[config.mk]
export PLATFORM = sky130hd
export DESIGN_NAME = nibble_tx
export DESIGN_NICKNAME = d
export VERILOG_FILES = /design/src/rtl/nibble_link_pkg.sv /design/src/rtl/bit_timer.sv /design/src/rtl/nibble_tx.sv
export SDC_FILE = /design/constraint.sdc
export NUM_CORES = 1
export LEC_CHECK = 0
export CAP_MARGIN = 20
export CORE_MARGIN = 3
export CORE_UTILIZATION = 49
export CTS_CLUSTER_SIZE = 24
export DETAILED_ROUTE_END_ITERATION = 6
export PLACE_DENSITY = 0.74
export SETUP_SLACK_MARGIN = 0.2
export SLEW_MARGIN = 10
export SYNTH_ARGS = -nofsm -noshare
export SYNTH_HDL_FRONTEND = slang
export SYNTH_SLANG_ARGS = --single-unit
[constraint.sdc]
create_clock -name clk -period 1.6 [get_ports clk]
set_clock_uncertainty 0.05 [all_clocks]
set_input_delay 0.24 -clock clk [delete_from_list [all_inputs] [get_ports clk]]
set_output_delay 0.24 -clock clk [all_outputs]
set_load 0.01 [all_outputs]
[src/rtl/nibble_link_pkg.sv]
// rtl/nibble_link_pkg.sv - shared state encoding and framing constants for the nibble serial link
package nibble_link_pkg;

  localparam int   DATA_BITS  = 4;
  localparam logic IDLE_LEVEL = 1'b1;

  localparam logic [2:0] ST_IDLE   = 3'd0;
  localparam logic [2:0] ST_START  = 3'd1;
  localparam logic [2:0] ST_DATA   = 3'd2;
  localparam logic [2:0] ST_PARITY = 3'd3;
  localparam logic [2:0] ST_STOP   = 3'd4;

  typedef enum logic {
    PARITY_EVEN = 1'b0,
    PARITY_ODD  = 1'b1
  } parity_t;

  localparam parity_t PARITY_TYPE = PARITY_EVEN;

  function automatic logic parity_bit(input logic [DATA_BITS-1:0] d, input parity_t kind);
    return (^d) ^ (kind == PARITY_ODD);
  endfunction

endpackage

[src/rtl/bit_timer.sv]
// rtl/bit_timer.sv - per-bit cycle counter; tick marks the last cycle of a serial bit
module bit_timer #(
  parameter int CLKS_PER_BIT = 4
) (
  input  logic clk,
  input  logic res,
  input  logic clr,
  output logic tick,
  output logic tick_next
);

  localparam int W = (CLKS_PER_BIT > 1) ? $clog2(CLKS_PER_BIT) : 1;
  localparam logic [W-1:0] LAST     = W'(CLKS_PER_BIT - 1);
  localparam logic [W-1:0] PRE_LAST = W'((CLKS_PER_BIT > 1) ? CLKS_PER_BIT - 2 : 0);

  logic [W-1:0] r_cnt;

  always_ff @(posedge clk) begin
    if (res || clr || tick)
      r_cnt <= '0;
    else
      r_cnt <= r_cnt + 1'b1;
  end

  assign tick = (r_cnt == LAST);

  // Lookahead lets the parent register outputs that must line up with the final cycle of a bit.
  assign tick_next = (CLKS_PER_BIT == 1) ||
                     (!res && !clr && !tick && (r_cnt == PRE_LAST));

endmodule

[src/rtl/nibble_tx.sv]
// rtl/nibble_tx.sv - nibble serial transmitter: start, 4 data bits LSB first, stop
// Optional even parity bit before stop when NIBBLE_TX_PARITY_EN is defined.
module nibble_tx
  import nibble_link_pkg::*;
#(
  parameter int CLKS_PER_BIT = 4
) (
  input  logic       clk,
  input  logic       res,
  input  logic [3:0] data_In,
  input  logic       load,
  output logic       ready,
  output logic       tx,
  output logic       busy,
  output logic       done
);

  localparam logic [1:0] LAST_IDX = 2'(DATA_BITS - 1);

  logic [2:0]           r_state;
  logic [2:0]           w_state_next;
  logic [DATA_BITS-1:0] r_shift;
  logic [1:0]           r_idx;
  logic                 r_tx;
  logic                 r_done;
  logic                 w_tick;
  logic                 w_tick_next;
  logic                 w_clr;
`ifdef NIBBLE_TX_PARITY_EN
  logic                 r_parity;
`endif

  // Timer is held at zero while idle so START always gets a full bit period.
  assign w_clr = (r_state == ST_IDLE);

  bit_timer #(
    .CLKS_PER_BIT(CLKS_PER_BIT)
  ) u_bit_timer (
    .clk       (clk),
    .res       (res),
    .clr       (w_clr),
    .tick      (w_tick),
    .tick_next (w_tick_next)
  );

  always_comb begin
    w_state_next = r_state;
    case (r_state)
      ST_IDLE:   if (load) w_state_next = ST_START;
      ST_START:  if (w_tick) w_state_next = ST_DATA;
`ifdef NIBBLE_TX_PARITY_EN
      ST_DATA:   if (w_tick && (r_idx == LAST_IDX)) w_state_next = ST_PARITY;
      ST_PARITY: if (w_tick) w_state_next = ST_STOP;
`else
      ST_DATA:   if (w_tick && (r_idx == LAST_IDX)) w_state_next = ST_STOP;
`endif
      ST_STOP:   if (w_tick) w_state_next = ST_IDLE;
      default:   w_state_next = ST_IDLE;
    endcase
  end

  always_ff @(posedge clk) begin
    if (res) begin
      r_state  <= ST_IDLE;
      r_shift  <= '0;
      r_idx    <= '0;
      r_tx     <= IDLE_LEVEL;
      r_done   <= 1'b0;
`ifdef NIBBLE_TX_PARITY_EN
      r_parity <= 1'b0;
`endif
    end else begin
      r_state <= w_state_next;
      r_done  <= (w_state_next == ST_STOP) && w_tick_next;
      case (r_state)
        ST_IDLE: begin
          r_tx <= IDLE_LEVEL;
          if (load) begin
            r_shift  <= data_In;
            r_idx    <= '0;
            r_tx     <= ~IDLE_LEVEL;
`ifdef NIBBLE_TX_PARITY_EN
            r_parity <= parity_bit(data_In, PARITY_TYPE);
`endif
          end
        end
        ST_START: if (w_tick) r_tx <= r_shift[0];
        ST_DATA: begin
          if (w_tick) begin
            r_shift <= r_shift >> 1;
            if (r_idx == LAST_IDX) begin
`ifdef NIBBLE_TX_PARITY_EN
              r_tx <= r_parity;
`else
              r_tx <= IDLE_LEVEL;
`endif
            end else begin
              r_idx <= r_idx + 2'd1;
              r_tx  <= r_shift[1];
            end
          end
        end
`ifdef NIBBLE_TX_PARITY_EN
        ST_PARITY: if (w_tick) r_tx <= IDLE_LEVEL;
`endif
        default: r_tx <= IDLE_LEVEL;
      endcase
    end
  end

  assign tx    = r_tx;
  assign done  = r_done;
  assign ready = (r_state == ST_IDLE);
  assign busy  = ~ready;

endmodule

==> reports/results.ini <==
[grt]
antenna_found_initial = 0
grt_pass1_wl_um = 2050
grt_pass1_vias = 516
grt_max_degree = 16
grt_overflow = 0
grt_use_total_pct = 14.5

[critical_path]
arrival_ns = 1.46
path_class = flop to flop
cp_max_fo = 15
cp.required_ns = 1.71
end_kind = flop
start_kind = flop

[clock_tree]
cts_hold_buf = 0
cts_tree = yes
cts_buffer_depth = 2
htree_levels = 1
clockRootBuffer = clkbuf_4
clk_pin_slew_worst_paths_ns = 0.08
clock_sink_count = 13
cts_buffers = 3
clk-insertion-delay-late_ns = 0.28

[route]
drt.antenna.violating_nets = 0
vias = 597
vias_per_cell = 5.69
drt_pass1_iterations = 4
route.final.wire_length_um = 1300
drc = 0
wl_per_cell_um = 12.4
drtIter0Drc = 17

[sta]
tightest_slew_ns = 0.209
setup-tns-final_ns = 0
finalSetupViolCount = 0
slew_headroom_pct = 85.9
slew_violations = 0
max_freq_ghz = 0.743
rsz0062_at_grt = no
hold_violations = 0
layout_min_cycle_time_ns = 1.35
post-route-period-util_pct = 84.1

[run]
maxCapViolCount = 0

[synthesis]
netlist_area_um2 = 666
yosys.cell_types.count = 33
synth_largest_area_cell = dfxtp_1
yosysTopAreaCellShare_pct = 39.1
synthTopCellsByArea = dfxtp_1, ha_1, a21oi_1, a311oi_1, mux2i_1
ys_seq_area_share_pct = 39.1
yosys_warnings = 0
syn_area_per_cell_um2 = 9.12
synthCells = 73
ys_seq_elements = 13
synth_edf_count = 0
synth_ff_type = dfxtp_1
synthArstFlopShare_pct = 0
synth_nets = 83

[layout]
finalInstanceArea_um2 = 921
area_delta_synth_final_pct = 38.3
nNetsFinal = 102
diodes = 0
layout.cells.non_filler = 105
fill_cells = 88
final_layout_size_suffix_gt1_share_pct = 33.0

[min_path]
hold_path_class = flop to flop

[floorplanning]
die-area_um2 = 1840
die_h_um = 42.9
core_area_um2 = 1190
start_util_pct = 56.1
fp-row-count = 12
io_pins = 11
die_w_um = 42.9

[place]
hpwl_um = 894
place_area_um2 = 781
gp_congestion = 0.739
dp_cells = 96
io_buffer_count = 10

[outcome]
outcome = finished, final reports clean

[pwr]
peakVddDrop_mv = 0.620
power_density_nw_per_um2 = 728
p_leak_nw = 0.356

[where the power goes]
part	leakage (nW)	switching (mW)	internal, mW	total [mW]
sequential	0.109	0.0104	0.339	0.350
clock	0.0150	0.110	0.0967	0.206
combinational	0.232	0.0527	0.0618	0.115
total	0.356	0.173	0.498	0.670
[kinds of logic (layout without fill, tap and decap cells)]
group	Yosys count	in the layout	synth area share (%)
and+or+nand+nor	23	23	20.1
muxes	4	4	6.20
adders and majority gates	3	3	5.64
buffers and inverters	10	28	7.71
AOI/OAI and AO/OA	19	19	19.9
DFF	13	13	39.1
xor gates and xnor gates	1	1	1.32
[area by class of cell]
class / count / area, um^2 / share of cell area (%)
Multi-Input combinational cell: 50 / 423 / 45.9
Tap cell: 14 / 17.5 / 1.90
Clock buffer: 4 / 26.3 / 2.85
Timing Repair Buffer: 19 / 169 / 18.3
Sequential cell: 13 / 267 / 28.9
Inverter: 5 / 18.8 / 2.04
[worst paths after layout]
path / cells past startpoint / end / from / slack (ns)
max: 4 / tx / r_state[1] / 0.25
max reg2reg: 4 / tx / r_state[1] / 0.25
min: 1 / u_bit_timer.r_cnt[0] / u_bit_timer.r_cnt[0] / 0.39
min reg2reg: 1 / u_bit_timer.r_cnt[0] / u_bit_timer.r_cnt[0] / 0.39
[through the flow]
| stage | total power [mW] | setup WS (ns) | hold slack [ns] | utilization [%] |
|---|---|---|---|---|
| floorplan | 0.409 | 0.232 | 0.342 | - |
| global placement | 0.453 | 0.0742 | 0.380 | 65.8 |
| detailed placement | 0.455 | 0.0726 | 0.387 | 65.8 |
| CTS | 0.667 | 0.198 | 0.423 | 71.5 |
| global route | 0.707 | 0.206 | 0.419 | 77.6 |
| finish | 0.670 | 0.254 | 0.394 | 77.6 |
[worst max-delay path: stages, from the launching register on]
cell	delay, ns
dfxtp_2	0.38
buf_8	0.16
or3b_1	0.37
a311oi_2	0.20
a32oi_1	0.08
[cell usage after synthesis (all sizes together) (2+ instances only)]
cell type / number
inv: 5
nor2: 7
a311oi: 4
dfxtp: 13
nand2: 2
ha: 3
mux2i: 3
nand2b: 2
nor3: 3
buf: 4
a21oi: 7
nor4: 2
[flip-flops by register name, indices dropped and copies added (netlist names)]
name,count
r_idx,2
r_shift,4
r_state,3
done,1
tx,1
u_bit_timer.r_cnt,2
[routing by layer]
layer  global-route usage [%]  vias up  part of all wire [%]
li1                         -      306                     -
met5                        0        -                     0
met1                     19.4      275                    50
met2                     21.9       14                    44
met4                     5.59        0                   1.5
met3                     3.81        2                   4.3
[layout by cell type, fill, tap and decap left out, drive strengths merged, types with 3 or more instances in the layout]
cell	instances
dfxtp	13
buf	11
a21oi	7
nor2	7
clkdlybuf4s50	6
inv	5
a311oi	4
clkbuf	4
mux2i	3
nor3	3
ha	3
[what timing repair did]
item | CTS | global route
hold endpoints to repair | 0 | 0
resized for setup | 18 | 13
endpoints found under the setup margin | 11 | 7
gates cloned | 0 | 0
pin swaps | 2 | 2
setup buffers | 3 | 2
(Power assumes the default switching activity.)
